==> src/rtl/reg_scoreboard_pkg.sv <==
// -----------------------------------------------------------------------------
// reg_scoreboard_pkg
// Shared CPU parameter package. Holds the architectural register-file
// geometry and the writeback tag width. The register file and the scoreboard
// both take their defaults from here so the two can never disagree.
// -----------------------------------------------------------------------------
package reg_scoreboard_pkg;

    // Number of architectural registers (register 0 is hard-wired zero).
    localparam int CPU_NUM_REG      = 32;
    // Width of a register index.
    localparam int CPU_ADDRESS_SIZE = 5;
    // Width of a writeback tag; 2**CPU_TAG_SIZE writes may be outstanding.
    localparam int CPU_TAG_SIZE     = 3;

endpackage : reg_scoreboard_pkg

==> src/rtl/reg_scoreboard_if.sv <==
// -----------------------------------------------------------------------------
// reg_scoreboard_if
// Issue / writeback / flush bus between the pipeline and the scoreboard.
//   master : pipeline side (drives issue request, writeback, flush)
//   slave  : scoreboard side (returns iss_ready and iss_tag)
// Signals:
//   iss_valid, iss_rs1, iss_rs2, iss_rd, iss_rd_wen : issue request
//   iss_ready, iss_tag                              : issue response
//   wb_valid, wb_rd, wb_tag                         : register-file writeback
//   flush                                           : drop all in-flight writes
// -----------------------------------------------------------------------------
interface reg_scoreboard_if
    import reg_scoreboard_pkg::*;
#(
    parameter int ADDRESS_SIZE = CPU_ADDRESS_SIZE,
    parameter int TAG_SIZE     = CPU_TAG_SIZE
) ();

    logic                    iss_valid;
    logic [ADDRESS_SIZE-1:0] iss_rs1;
    logic [ADDRESS_SIZE-1:0] iss_rs2;
    logic [ADDRESS_SIZE-1:0] iss_rd;
    logic                    iss_rd_wen;
    logic                    iss_ready;
    logic [TAG_SIZE-1:0]     iss_tag;

    logic                    wb_valid;
    logic [ADDRESS_SIZE-1:0] wb_rd;
    logic [TAG_SIZE-1:0]     wb_tag;

    logic                    flush;

    modport master (
        output iss_valid, iss_rs1, iss_rs2, iss_rd, iss_rd_wen,
        output wb_valid, wb_rd, wb_tag, flush,
        input  iss_ready, iss_tag
    );

    modport slave (
        input  iss_valid, iss_rs1, iss_rs2, iss_rd, iss_rd_wen,
        input  wb_valid, wb_rd, wb_tag, flush,
        output iss_ready, iss_tag
    );

endinterface : reg_scoreboard_if

==> src/rtl/reg_scoreboard_popcount.sv <==
// -----------------------------------------------------------------------------
// reg_scoreboard_popcount
// Combinational population count of a bit vector.
// Ports:
//   bits_i  [N-1:0] : vector to count
//   count_o [W-1:0] : number of ones in bits_i
// -----------------------------------------------------------------------------
module reg_scoreboard_popcount #(
    parameter int N = 32,
    parameter int W = 6
) (
    input  logic [N-1:0] bits_i,
    output logic [W-1:0] count_o
);

    always_comb begin
        // NOTE: assign a default before any conditional/loop update so every
        // path writes the output and no latch is inferred.
        count_o = '0;
        for (int i = 0; i < N; i++) begin
            count_o = count_o + W'(bits_i[i]);
        end
    end

endmodule : reg_scoreboard_popcount

==> src/rtl/reg_scoreboard.sv <==
// -----------------------------------------------------------------------------
// reg_scoreboard
// Register scoreboard for an in-order issue pipeline. Tracks, per register,
// whether a write is outstanding and which issue tag owns it, so that RAW
// hazards stall issue while WAW re-issues simply take over the register.
// Ports:
//   clk, rst_n  : clock, asynchronous active-low reset
//   sb          : issue / writeback / flush bus (slave side)
//   busy_cnt    : registered number of busy registers
//   inflight    : registered number of outstanding writes
//   wb_err      : registered one-cycle pulse, writeback with nothing in flight
// -----------------------------------------------------------------------------
module reg_scoreboard
    import reg_scoreboard_pkg::*;
#(
    parameter int NUM_REG      = CPU_NUM_REG,
    parameter int ADDRESS_SIZE = CPU_ADDRESS_SIZE,
    parameter int TAG_SIZE     = CPU_TAG_SIZE
) (
    input  logic                  clk,
    input  logic                  rst_n,
    reg_scoreboard_if.slave       sb,
    output logic [ADDRESS_SIZE:0] busy_cnt,
    output logic [TAG_SIZE:0]     inflight,
    output logic                  wb_err
);

    // Outstanding-write limit: one per distinct tag value.
    localparam logic [TAG_SIZE:0] INFLIGHT_MAX = {1'b1, {TAG_SIZE{1'b0}}};

    logic [NUM_REG-1:0]    busy_q,     busy_d;
    logic [TAG_SIZE-1:0]   tag_q [NUM_REG];
    logic [TAG_SIZE-1:0]   tag_d [NUM_REG];
    logic [TAG_SIZE-1:0]   tag_cnt_q,  tag_cnt_d;
    logic [TAG_SIZE:0]     inflight_q, inflight_d;
    logic                  wb_err_q,   wb_err_d;
    logic [ADDRESS_SIZE:0] busy_cnt_q, busy_cnt_d;

    logic rs1_hazard, rs2_hazard, full_stall;
    logic accept, alloc;

    // ---------------------------------------------------------------- issue
    // Hazards look only at registered busy bits: a writeback landing this
    // cycle does not bypass, the dependent instruction issues next cycle.
    assign rs1_hazard = busy_q[sb.iss_rs1] && (sb.iss_rs1 != '0);
    assign rs2_hazard = busy_q[sb.iss_rs2] && (sb.iss_rs2 != '0);
    assign full_stall = sb.iss_rd_wen && (inflight_q == INFLIGHT_MAX);

    assign sb.iss_ready = !sb.flush && !rs1_hazard && !rs2_hazard && !full_stall;
    assign sb.iss_tag   = tag_cnt_q;

    assign accept = sb.iss_valid && sb.iss_ready;
    // Writes to register 0 are discarded by the register file, so they are
    // neither tracked nor counted as in flight.
    assign alloc  = accept && sb.iss_rd_wen && (sb.iss_rd != '0);

    // ----------------------------------------------------------- next state
    always_comb begin
        busy_d     = busy_q;
        tag_d      = tag_q;
        tag_cnt_d  = tag_cnt_q;
        inflight_d = inflight_q;
        wb_err_d   = 1'b0;

        if (sb.flush) begin
            // Tag counter keeps running so post-flush tags stay distinct
            // from any late writebacks of the discarded instructions.
            busy_d     = '0;
            inflight_d = '0;
        end else begin
            if (sb.wb_valid) begin
                if (inflight_q == '0) begin
                    wb_err_d = 1'b1;
                end else begin
                    inflight_d = inflight_d - 1'b1;
                    // Only the newest writer of a register may release it;
                    // superseded (WAW) writebacks leave it busy.
                    if (busy_q[sb.wb_rd] && (tag_q[sb.wb_rd] == sb.wb_tag)) begin
                        busy_d[sb.wb_rd] = 1'b0;
                    end
                end
            end
            // Applied after the writeback so a same-register issue wins.
            if (alloc) begin
                busy_d[sb.iss_rd] = 1'b1;
                tag_d[sb.iss_rd]  = tag_cnt_q;
                tag_cnt_d         = tag_cnt_q + 1'b1;
                inflight_d        = inflight_d + 1'b1;
            end
        end

        busy_d[0] = 1'b0;
    end

    reg_scoreboard_popcount #(
        .N (NUM_REG),
        .W (ADDRESS_SIZE + 1)
    ) u_popcount (
        .bits_i  (busy_d),
        .count_o (busy_cnt_d)
    );

    // ------------------------------------------------------------ registers
    always_ff @(posedge clk or negedge rst_n) begin
        if (!rst_n) begin
            busy_q     <= '0;
            tag_cnt_q  <= '0;
            inflight_q <= '0;
            wb_err_q   <= 1'b0;
            busy_cnt_q <= '0;
            // NOTE: the tag array is reset on purpose: every tag is defined
            // as 0 after reset, not just the busy bits that qualify them.
            for (int i = 0; i < NUM_REG; i++) begin
                tag_q[i] <= '0;
            end
        end else begin
            // NOTE: sequential state uses non-blocking assignments only, so
            // every register samples the pre-edge values of the others.
            busy_q     <= busy_d;
            tag_q      <= tag_d;
            tag_cnt_q  <= tag_cnt_d;
            inflight_q <= inflight_d;
            wb_err_q   <= wb_err_d;
            busy_cnt_q <= busy_cnt_d;
        end
    end

    assign busy_cnt = busy_cnt_q;
    assign inflight = inflight_q;
    assign wb_err   = wb_err_q;

endmodule : reg_scoreboard
==> src/flat_wrapper.sv <==
// flat-port wrapper written by rule: the top's interface ports become plain ports
module reg_scoreboard_flat import reg_scoreboard_pkg::*;
#(
    parameter int NUM_REG      = CPU_NUM_REG,
    parameter int ADDRESS_SIZE = CPU_ADDRESS_SIZE,
    parameter int TAG_SIZE     = CPU_TAG_SIZE
)
  (clk, rst_n, busy_cnt, inflight, wb_err, sb_iss_valid, sb_iss_rs1, sb_iss_rs2, sb_iss_rd, sb_iss_rd_wen, sb_wb_valid, sb_wb_rd, sb_wb_tag, sb_flush, sb_iss_ready, sb_iss_tag);
  reg_scoreboard_if #(.ADDRESS_SIZE(ADDRESS_SIZE), .TAG_SIZE(TAG_SIZE)) sb_i ();
  input  logic clk;
  input  logic rst_n;
  output logic [ADDRESS_SIZE:0] busy_cnt;
  output logic [TAG_SIZE:0] inflight;
  output logic wb_err;
  input wire logic [$bits(sb_i.iss_valid)-1:0] sb_iss_valid;
  input wire logic [$bits(sb_i.iss_rs1)-1:0] sb_iss_rs1;
  input wire logic [$bits(sb_i.iss_rs2)-1:0] sb_iss_rs2;
  input wire logic [$bits(sb_i.iss_rd)-1:0] sb_iss_rd;
  input wire logic [$bits(sb_i.iss_rd_wen)-1:0] sb_iss_rd_wen;
  input wire logic [$bits(sb_i.wb_valid)-1:0] sb_wb_valid;
  input wire logic [$bits(sb_i.wb_rd)-1:0] sb_wb_rd;
  input wire logic [$bits(sb_i.wb_tag)-1:0] sb_wb_tag;
  input wire logic [$bits(sb_i.flush)-1:0] sb_flush;
  output wire logic [$bits(sb_i.iss_ready)-1:0] sb_iss_ready;
  output wire logic [$bits(sb_i.iss_tag)-1:0] sb_iss_tag;
  assign sb_i.iss_valid = sb_iss_valid;
  assign sb_i.iss_rs1 = sb_iss_rs1;
  assign sb_i.iss_rs2 = sb_iss_rs2;
  assign sb_i.iss_rd = sb_iss_rd;
  assign sb_i.iss_rd_wen = sb_iss_rd_wen;
  assign sb_i.wb_valid = sb_wb_valid;
  assign sb_i.wb_rd = sb_wb_rd;
  assign sb_i.wb_tag = sb_wb_tag;
  assign sb_i.flush = sb_flush;
  assign sb_iss_ready = sb_i.iss_ready;
  assign sb_iss_tag = sb_i.iss_tag;
  reg_scoreboard #(.NUM_REG(NUM_REG), .ADDRESS_SIZE(ADDRESS_SIZE), .TAG_SIZE(TAG_SIZE)) u_core (.clk(clk), .rst_n(rst_n), .sb(sb_i), .busy_cnt(busy_cnt), .inflight(inflight), .wb_err(wb_err));
endmodule
==> config.mk <==
export PLATFORM = sky130hd
export DESIGN_NAME = reg_scoreboard_flat
export DESIGN_NICKNAME = d
export VERILOG_FILES = /design/src/rtl/reg_scoreboard_pkg.sv /design/src/rtl/reg_scoreboard_if.sv /design/src/rtl/reg_scoreboard_popcount.sv /design/src/rtl/reg_scoreboard.sv /design/src/flat_wrapper.sv
export SDC_FILE = /design/constraint.sdc
export NUM_CORES = 1
export LEC_CHECK = 0
export BUFFER_PORTS_ARGS = -buffer_cell sky130_fd_sc_hd__buf_2
export CORE_MARGIN = 3
export CORE_UTILIZATION = 65
export DETAILED_ROUTE_END_ITERATION = 8
export PLACE_DENSITY = 0.94
export SYNTH_ARGS = -nofsm -noshare
export SYNTH_HDL_FRONTEND = slang
export SYNTH_SLANG_ARGS = --single-unit
==> constraint.sdc <==
create_clock -name clk -period 20.5 [get_ports clk]
set_clock_uncertainty 0.15 [all_clocks]
set_input_delay 1.025 -clock clk [delete_from_list [all_inputs] [get_ports clk]]
set_output_delay 1.025 -clock clk [all_outputs]
set_load 0.02 [all_outputs]
Yosys cells after proc, flatten, opt, wreduce, memory -nomap -nowiden
Cells that the tools add are included.
Widths: inputs -> output; s select.

word-level totals
  logic and storage cells = 139
  register bits after elaboration = 141
  bits of input ports = 29
  output and inout port bits = 15

cells by class
  bitwise operators = 6
  $add $sub $neg = 33
  muxes and demuxes = 30
  eq/ne operators = 2
  order comparisons = 9
  reductions and logical operators = 22

operators by type and width
  operator             number
  $mux 32              6
  $add 6x1->6          25
  $bwmux 96            1
  $and 32x32->32       1
  $not 32->32          1
  $or 32x32->32        1
  $lt 5x6->1 const B   4
  $mux 4               5
  $bmux 1 s5           3
  $bmux 3 s5           1
  $demux 3 s5          1
  $reduce_bool 5->1    3
  $logic_and 1x1->1    13
  $ge 6x6->1 const B   2
  $not 5->6            2
  $demux 1 s5          2
  $ge 5x1->1 const B   2
  $mux 3               3
  $mux 1               8
  $add 5x1->6          1
  $lt 6x1->1 const B   1
  $add 4x1->5          1
  $add 3x1->4          1
  $add 4x1->4 const B  1
  10 further kinds     13

Longest topological paths before layout
Gate-level depths: netlist of run 1.

  word-level depth = 43
  depth in mapped cells = 28
  gate-level depth less buffers = 25

Cells and area by module
Synthesis of run 1 repeated with hierarchy kept, for this count alone.

unflattened totals
  cell total of the unflattened synthesis = 738
  area, all modules = 8,552.0 µm²

modules (own cells, without submodules)
  module                   area an instance (µm²)  seq. area each (µm²)  times used  cells each
  reg_scoreboard           7,805.0                 3,528.4               1           667
  reg_scoreboard_popcount  747.0                   0.0                   1           71

Worst setup path before layout of run 1
No wires, ideal clock.

  path kind = input port to flip-flop
  start = in sb_wb_rd[4]
  end = reg u_core.busy_cnt_q[4] (netlist: u_core.busy_cnt[4])
  path slack = 12,529 ps
  path buffers = 4
  arrival = 7,741 ps
  data required time = 20,270 ps
  setup time = 80 ps
  cell stages on the path = 25
  cell sequence = clkbuf_1 > buf_2 > mux2i_1 > a22oi_1 > nand2_1 > a2111oi_0 > xor2_1 > or4_1 > clkbuf_1 > buf_2 > a211oi_1 > fa_1 > fa_1 > inv_1 > fa_1 > inv_1 > fa_1 > fa_1 > inv_1 > fa_1 > fa_1 > fa_1 > a21o_1 > a21oi_1 > xnor2_1

on the way
  longest elaborated chain between the ends = 43
  elaborated cells between the ends (all ways) = 52
  classes of those cells = add/sub (30); order compare (2); eq/ne (1); mux (13); bitwise (4); reduce/logical (2)

RTL lines
  item                                                                   RTL line                                    text
  from (decl)                                                            flat_wrapper.sv:21                          input wire logic [$bits(sb_i.wb_rd)-1:0] sb_wb_rd;
  $lt 5x6->1 (not written as such) (tied with other cells)               reg_scoreboard.sv:79                        busy_d[sb.wb_rd] = 1'b0;
  $logic_and 1x1->1 (not written as such) or $bmux 3 s5 (tied branches)  reg_scoreboard.sv:79, reg_scoreboard.sv:78
  $mux 1 (not written as such) or $mux 3 (tied branches)                 reg_scoreboard.sv:79, reg_scoreboard.sv:78
  $demux 1 s5 or $mux 3 (tied branches)                                  --
  $not 32->32 (no line) or $eq 3x3->1 (tied branches)                    --
  $and 32x32->32 (no line) or $logic_and 1x1->1 (tied branches)          --
  $mux 32 (*)                                                            reg_scoreboard.sv:78                        if (busy_q[sb.wb_rd] && (tag_q[sb.wb_rd] == sb.wb_tag)) begin
  $mux 32 (*)                                                            reg_scoreboard.sv:72                        if (inflight_q == '0) begin
  [5 not listed]                                                         --
  $add 1x1->2                                                            reg_scoreboard_popcount.sv:21               count_o = count_o + W'(bits_i[i]);
  $add 2x1->3                                                            reg_scoreboard_popcount.sv:21
  $add 3x1->4                                                            reg_scoreboard_popcount.sv:21
  $add 4x1->5                                                            reg_scoreboard_popcount.sv:21
  $add 5x1->6                                                            reg_scoreboard_popcount.sv:21
  $add 6x1->6 (24 in a row)                                              reg_scoreboard_popcount.sv:21
  $add 6x1->6 (*)                                                        reg_scoreboard_popcount.sv:21
  net u_core.busy_cnt_d[4]                                               reg_scoreboard.sv:37                        logic [ADDRESS_SIZE:0] busy_cnt_q, busy_cnt_d;
  to (signal assigned)                                                   reg_scoreboard.sv:124                       busy_cnt_q <= busy_cnt_d;
  to (decl)                                                              reg_scoreboard.sv:37

The timed path passes the listed nets; every way through them passes the cells marked *. The select of a mux whose other input is x is not followed.
A chain may end at the register's enable or synchronous reset.

Worst setup path after layout of run 1
  start = in sb_wb_rd[1]
  end = reg u_core.busy_cnt_q[4] (netlist: u_core.busy_cnt[4])

Same word-level chain as after synthesis.

==> results.md, run 1 <==
- Die width: 123 um
- Root Buffer Master: clkbuf_16
- Ant diodes: 0
- Period Utilization, post-route: 0.412
- CTS H-tree depth: 4
- Yosys warning total: 0
- RR Endpoint: u_core.busy_cnt[4]
- Yosys cell types: 58
- Min Tclk post-route: 8450 ps
- Startpoint types: input pin
- Syn_nets: 818
- Fin nets: 832
- Largest stage delay, worst path: 820 ps
- CP most frequent cell: fa_1
- Average wire per standard cell: 25.1 um
- Worst path bufs/invs: 5
- P&R area growth vs syn: 9.51%
- Vias in the first global route: 6,864
- Post-route worst setup slack: 12,050 ps
- Non-Filler Instances: 958
- Post-CTS Setup Repair Bufs: 0
- Filler Cells Inserted: 826
- # hold bufs at CTS: 0
- Total Routing Usage GR: 0.335
- Crit path capture: u_core.busy_cnt[4]
- Final TNS setup: 0 ps
- Clk slew on worst S/H paths: 60 ps
- ANT nets after route: 0
- Max-Cap Viols: 0
- Final Cell Area: 9710 um2
- DRC: 0
- P per Cell Area: 113 nW/um2
- Slew Viols, Final: 0
- TritonCTS clock tree: done
- Vias: 6,736
- Actual slew at the worst max-slew pin: 1220 ps
- Share of cells above drive strength 1: 0.316
- Stages on worst setup path: 23
- #FFs+latches synth: 141
- Clock net sink count: 141
- Dpl cells: 926
- 1st-iter DRT viols: 896
- Final Hold Vio Count: 0
- Cells on worst reg2reg path: 21
- Worst EP arrival: 8660 ps
- Worst r2r src: u_core.busy_q[18]
- Post-cts sizing count: 0
- Fmax: 118 MHz
- Critical Path Source: sb_wb_rd[1]
- WS Path Type: in2reg
- First-pass GRT wire length: 37,800 um
- Worst slack at placement: 11,760 ps
- FF/Latch Area: 3530 um2
- Slowest stage cell, crit path: or4_1
- Max IR drop VDD: 0.0000954 V
- Post-Synthesis Cells: 755
- Detailed Place HPWL: 16,100 um
- Initial DRT Pass Iterations: 6
- Final setup vio count: 0
- Synthesized area per cell: 11.7 um2
- Worst-Skew Late Latency: 440 ps
- Cell chain of the critical path: buf_2, buf_4, nor2b_1, a22oi_1, a21oi_1, a2111oi_0, xor2_1, or4_1, a211oi_1, fa_1, fa_1, inv_1, fa_1, inv_1, fa_1, fa_1, inv_1, fa_1, fa_1, fa_1, a21o_1, a21oi_1, xnor2_1
- Top Family by Delay on Critical Path: adder cells
- Die ar.: 15,100 um2
- R2r setup slk: 12,710 ps
- Type of the tightest min-delay check: reg2reg
- Synth Cell Area: 8870 um2
- Total gr overflow: 0
- Final GP Congestion: 1.01
- Vias per std cell: 7.03
- Critical path endpoint category: register
- Core area: 13,300 um2
- CTS Buffer Depth: 2
- RSZ-0062 raised after global routing: no
- Placed Instance Area: 9110 um2
- Status: finished clean
- Ys async rst share: 1.00
- Chip Height: 123 um
- Num rows: 42
- Share of the yosys chip area belonging to registers: 0.398
- Max FO, Critical Path: 44
- Post-synth EDFFs: 0
- # IOs: 44
- Combined area of the multi-input logic cells: 4950 um2
- Leak: 4.62 nW
- Initial Util: 0.667
- Largest net degree at the start of global routing: 86
- # port buffers: 43
- Worst EP required: 20,710 ps
- Detailed-route wire length: 24,000 um
- Slew headroom: 0.184
- Ys flop type: dfrtp_1
- CTS buffer count: 17
- Initial antenna violation count: 0
==> registers in the layout, summed over array words and instances (netlist names) <==
name / cells
u_core.tag_q: 96
u_core.busy_q: 31
u_core.busy_cnt: 6
u_core.inflight: 4
u_core.sb.iss_tag: 3
u_core.wb_err: 1
==> cells by family (layout without fill, tap and decap cells) <==
logic type | after synthesis | after routing | synth area share
adders and majority gates | 34 | 34 | 0.0674
DFF | 141 | 141 | 0.398
AOI/OAI and AO/OA | 129 | 129 | 0.105
muxes | 169 | 169 | 0.241
xor gates and xnor gates | 10 | 10 | 0.00987
buffers and inverters | 90 | 117 | 0.0444
and+or+nand+nor | 182 | 182 | 0.134
==> power by group <==
group | total, mW | internal, mW | switching, mW
clock | 0.316 | 0.188 | 0.128
combinational | 0.400 | 0.168 | 0.231
sequential | 0.379 | 0.323 | 0.0564
total | 1.09 | 0.679 | 0.416
==> through the flow <==
stage               utilization  hold WS (ps)  power (mW)
floorplan                     -           275       0.660
global placement          0.685           214       0.751
detailed placement        0.685           215       0.771
CTS                       0.731           227        1.09
global route              0.731           241        1.16
finish                    0.731           236        1.09
==> worst min path at each step <==
stage,from,cells past startpoint,end
2_1_floorplan,u_core.tag_q[95],1,u_core.tag_q[95]
3_3_place_gp,u_core.tag_q[94],0,u_core.tag_q[94]
3_5_place_dp,u_core.tag_q[93],0,u_core.tag_q[93]
4_1_cts,u_core.tag_q[95],0,u_core.tag_q[95]
5_1_grt,u_core.tag_q[95],0,u_core.tag_q[95]
6_report,u_core.tag_q[95],0,u_core.tag_q[95]
==> synthesized netlist by cell type (6+ instances only) <==
master,number,area (um2)
clkbuf_1,36,135
nand2b_1,6,37.5
a22oi_1,20,150
nor3_4,19,309
ha_1,11,138
buf_2,9,45.0
dfrtp_1,141,3530
fa_1,23,460
a21o_1,8,60.1
mux2i_1,44,440
mux4_2,26,586
o21a_1,15,113
nor3_2,12,120
o32a_1,10,100
nand3_1,8,40.0
nor3_1,9,45.0
nor2b_1,21,131
inv_1,33,124
xnor2_1,6,52.6
nor2_1,27,101
a32oi_1,11,96.3
nand2_1,53,199
o21ai_0,25,125
mux2_2,99,1110
a21oi_1,12,60.1
==> area by class of cell <==
class                           count  share of cell area
Inverter                           33              0.0128
Tap cell                          176              0.0227
Clock inverter                     13              0.0156
Clock buffer                       19              0.0466
Sequential cell                   141               0.363
Timing Repair Buffer               52              0.0298
Multi-Input combinational cell    524               0.509
==> cell usage in the layout (no fill, tap or decap), drive strengths merged, types with 2 or more instances in the layout <==
cell,instances
dfrtp,141
ha,11
xor2,4
a31oi,3
o21a,15
a21o,8
mux2i,44
a21oi,12
buf,52
a32oi,11
inv,39
clkinvlp,3
mux2,99
clkbuf,19
fa,23
or3b,4
o32a,10
clkinv,2
mux4,26
nor3,40
or3,3
nand3b,5
nand2b,6
nand3,8
o21ai,26
xnor2,6
a22oi,20
a211o,5
a211oi,4
o31ai,3
nor2,27
nor2b,21
nor4,2
and2,5
nand4,2
bufinv,2
nand2,53
o2111ai,2
==> metal layers <==
| metal | part of all wire | vias up | track usage |
|---|---|---|---|
| met4 | 0.039 | 0 | 0.145 |
| met1 | 0.37 | 3336 | 0.434 |
| met5 | 0 | - | 0 |
| met2 | 0.47 | 505 | 0.510 |
| met3 | 0.12 | 100 | 0.124 |
| li1 | - | 2795 | - |
No activity file was read; power rests on OpenSTA's default activity.
==> inputs of run 2 (changes only) <==
--- a/config.mk
+++ b/config.mk
@@ -7,9 +7,9 @@
 export LEC_CHECK = 0
 export BUFFER_PORTS_ARGS = -buffer_cell sky130_fd_sc_hd__buf_2
 export CORE_MARGIN = 3
-export CORE_UTILIZATION = 65
+export CORE_UTILIZATION = 62
 export DETAILED_ROUTE_END_ITERATION = 8
-export PLACE_DENSITY = 0.94
+export PLACE_DENSITY = 0.9
 export SYNTH_ARGS = -nofsm -noshare
 export SYNTH_HDL_FRONTEND = slang
 export SYNTH_SLANG_ARGS = --single-unit
==> constraint.sdc (replaced) <==
create_clock -name clk -period 8.5 [get_ports clk]
set_clock_uncertainty 0.15 [all_clocks]
set_input_delay 0.425 -clock clk [delete_from_list [all_inputs] [get_ports clk]]
set_output_delay 0.425 -clock clk [all_outputs]
set_load 0.02 [all_outputs]
==> results.md, run 2 (synthesis results as in run 1) <==
- RSZ-0062 raised after global routing: no (unchanged)
- Critical path endpoint category: register (unchanged)
- WL met3: 2510 um (was 2900 um)
- Total gr overflow: 0 (unchanged)
- Fin nets: 838 (was 832)
- Min Tclk post-route: 7850 ps
- Final TNS setup: 0 ps (unchanged)
- WS Path Type: in2reg (unchanged)
- Largest net degree at the start of global routing: 90 (was 86)
- Startpoint types: input pin (unchanged)
- Met2 Wirelength: 11,000 um (was 11,300 um)
- Detailed-route wire length: 23,900 um (was 24,000 um)
- Status: finished clean (unchanged)
- DRC: 0 (unchanged)
- Leak: 4.66 nW (was 4.62 nW)
- Most frequent cells in the layout: 141 x dfrtp_1, 99 x mux2_2, 53 x nand2_1, 44 x mux2i_1, 42 x buf_2 (unchanged)
- Die ar.: 15,800 um2 (was 15,100 um2)
- Clock net sink count: 141 (unchanged)
- Initial antenna violation count: 0 (unchanged)
- ANT nets after route: 0 (unchanged)
- Most common cell after layout, fill and taps aside: dfrtp_1 (unchanged)
- RR Endpoint: u_core.busy_cnt[4] (unchanged)
- Core area: 13,900 um2 (was 13,300 um2)
- Vias in the first global route: 6,925 (was 6,864)
- Root Buffer Master: clkbuf_16 (unchanged)
- Critical Path Source: sb_wb_rd[0] (was sb_wb_rd[1])
- Worst-Skew Late Latency: 440 ps (about the same)
- Metal-1 WL: 9060 um (was 8850 um)
- Cell chain of the critical path: buf_2, mux4_2, a32o_1, a31oi_1, o311ai_1, xor2_1, or4_1, a211oi_1, fa_1, fa_1, inv_1, fa_1, inv_1, fa_1, fa_1, inv_1, fa_1, fa_1, fa_1, a21o_1, a21oi_1, xnor2_1 (was buf_2, buf_4, nor2b_1, a22oi_1, a21oi_1, a2111oi_0, xor2_1, or4_1, a211oi_1, fa_1, fa_1, inv_1, fa_1, inv_1, fa_1, fa_1, inv_1, fa_1, fa_1, fa_1, a21o_1, a21oi_1, xnor2_1)
- Worst EP arrival: 8060 ps (was 8660 ps)
- 1st-iter DRT viols: 1,026 (was 896)
- Slew headroom: 0.222 (was 0.184)
- Hold Startpoint: sb_wb_valid (was u_core.tag_q[95])
- Max IR drop VDD: 0.000203 V (was 0.0000954 V)
- Most flops, register: u_core.tag_q (unchanged)
- Max-Cap Viols: 0 (unchanged)
- CTS H-tree depth: 4 (unchanged)
- Initial Util: 0.637 (was 0.667)
- Detailed Place HPWL: 16,600 um (was 16,100 um)
- Worst r2r src: u_core.busy_q[19] (was u_core.busy_q[18])
- Total Routing Usage GR: 0.313 (was 0.335)
- P&R area growth vs syn: 10.4% (was 9.51%)
- CP most frequent cell: fa_1 (unchanged)
- Clk slew on worst S/H paths: 60 ps (about the same)
- R2r setup slk: 750 ps (was 12,710 ps)
- Worst EP required: 8710 ps (was 20,710 ps)
- Vias per std cell: 7.00 (was 7.03)
- Largest stage delay, worst path: 790 ps (was 820 ps)
- # IOs: 44 (unchanged)
- Num rows: 43 (was 42)
- Final setup vio count: 0 (unchanged)
- Ant diodes: 0 (unchanged)
- Slew Viols, Final: 0 (unchanged)
- Initial DRT Pass Iterations: 5 (was 6)
- Slowest stage cell, crit path: or4_1 (unchanged)
- Average wire per standard cell: 24.6 um (was 25.1 um)
- Final GP Congestion: 1.02 (was 1.01)
- Worst path bufs/invs: 4 (was 5)
- Non-Filler Instances: 968 (was 958)
- Stages on worst setup path: 22 (was 23)
- Max FO, Critical Path: 28 (was 44)
- Die width: 126 um (was 123 um)
- Post-cts sizing count: 0 (unchanged)
- TritonCTS clock tree: done (unchanged)
- Actual slew at the worst max-slew pin: 1170 ps (was 1220 ps)
- Top Family by Delay on Critical Path: adder cells (unchanged)
- # port buffers: 43 (unchanged)
- CTS Buffer Depth: 2 (unchanged)
- Type of the tightest min-delay check: in2reg (was reg2reg)
- Share of cells above drive strength 1: 0.320 (was 0.316)
- Final Hold Vio Count: 0 (unchanged)
- Top layer reached by signal wires: met4 (unchanged)
- Max FFs per register: 96 (unchanged)
- Fmax: 127 MHz
- Vias: 6,776 (was 6,736)
- Chip Height: 126 um (was 123 um)
- CTS buffer count: 17 (unchanged)
- P per Cell Area: 275 nW/um2 (was 113 nW/um2)
- Cells on worst reg2reg path: 21 (unchanged)
- Period Utilization, post-route: 0.924
- Dpl cells: 935 (was 926)
- Filler Cells Inserted: 888 (was 826)
- Crit path capture: u_core.busy_cnt[4] (unchanged)
- First-pass GRT wire length: 38,400 um (was 37,800 um)
==> run 2: routing by layer <==
metal  global-route usage  vias to the layer above
met4                0.166                        0
met5                    0                        -
met3               0.0899                      121
met2                0.475                      485
li1                     -                     2815
met1                0.412                     3355
==> run 2: worst min path at each step <==
stage / to / depth (start not counted)
2_1_floorplan: u_core.busy_cnt[0] / 0
3_3_place_gp: u_core.tag_q[95] / 0
3_5_place_dp: u_core.tag_q[94] / 0
4_1_cts: u_core.wb_err / 3
5_1_grt: u_core.wb_err / 3
6_report: u_core.wb_err / 3
==> run 2: worst reg2reg max path: stages (launching register included) <==
cell,delay (ps)
dfrtp_1,420
mux4_2,490
mux2_2,270
a222oi_1,330
nand4_1,200
and3b_1,860
a22oi_1,270
o21a_1,230
fa_1,520
fa_1,530
inv_1,60
fa_1,490
inv_1,50
fa_1,460
fa_1,530
inv_1,60
fa_1,460
fa_1,430
fa_1,420
a21o_1,170
a21oi_1,160
xnor2_1,130
==> run 2: per-stage QoR <==
step / hold WS (ps) / area (um2) / setup WS, ps / utilization / power, mW
2_1_floorplan: -20.6 / 8870 / 1130 / - / 1.59
3_3_place_gp: 212 / 9150 / 417 / 0.657 / 1.80
3_5_place_dp: 217 / 9150 / 215 / 0.657 / 1.89
4_1_cts: 130 / 9790 / 643 / 0.703 / 2.69
5_1_grt: 156 / 9790 / 352 / 0.703 / 2.85
6_report: 136 / 9790 / 647 / 0.703 / 2.69
==> run 2: final cells by class <==
cell class | instances | area, um2 | share of cell area
clock buffers | 19 | 453 | 0.0463
clock inverters | 13 | 176 | 0.0180
inverters | 33 | 124 | 0.0127
multi-input cells | 524 | 4950 | 0.505
flip-flops and latches | 141 | 3530 | 0.360
well taps | 180 | 225 | 0.0230
repair buffers | 58 | 337 | 0.0344
==> run 2: timing repair <==
action,4_1_cts,5_1_grt
buffers inserted,0,0
endpoints found under the hold margin,88,0
hold buffers,1,0
==> run 2: report_power, final <==
part           internal [mW]  total [mW]  switching, mW
clock                  0.483       0.795          0.312
combinational          0.415       0.986          0.571
sequential             0.779       0.912          0.133
total                   1.68        2.69           1.02
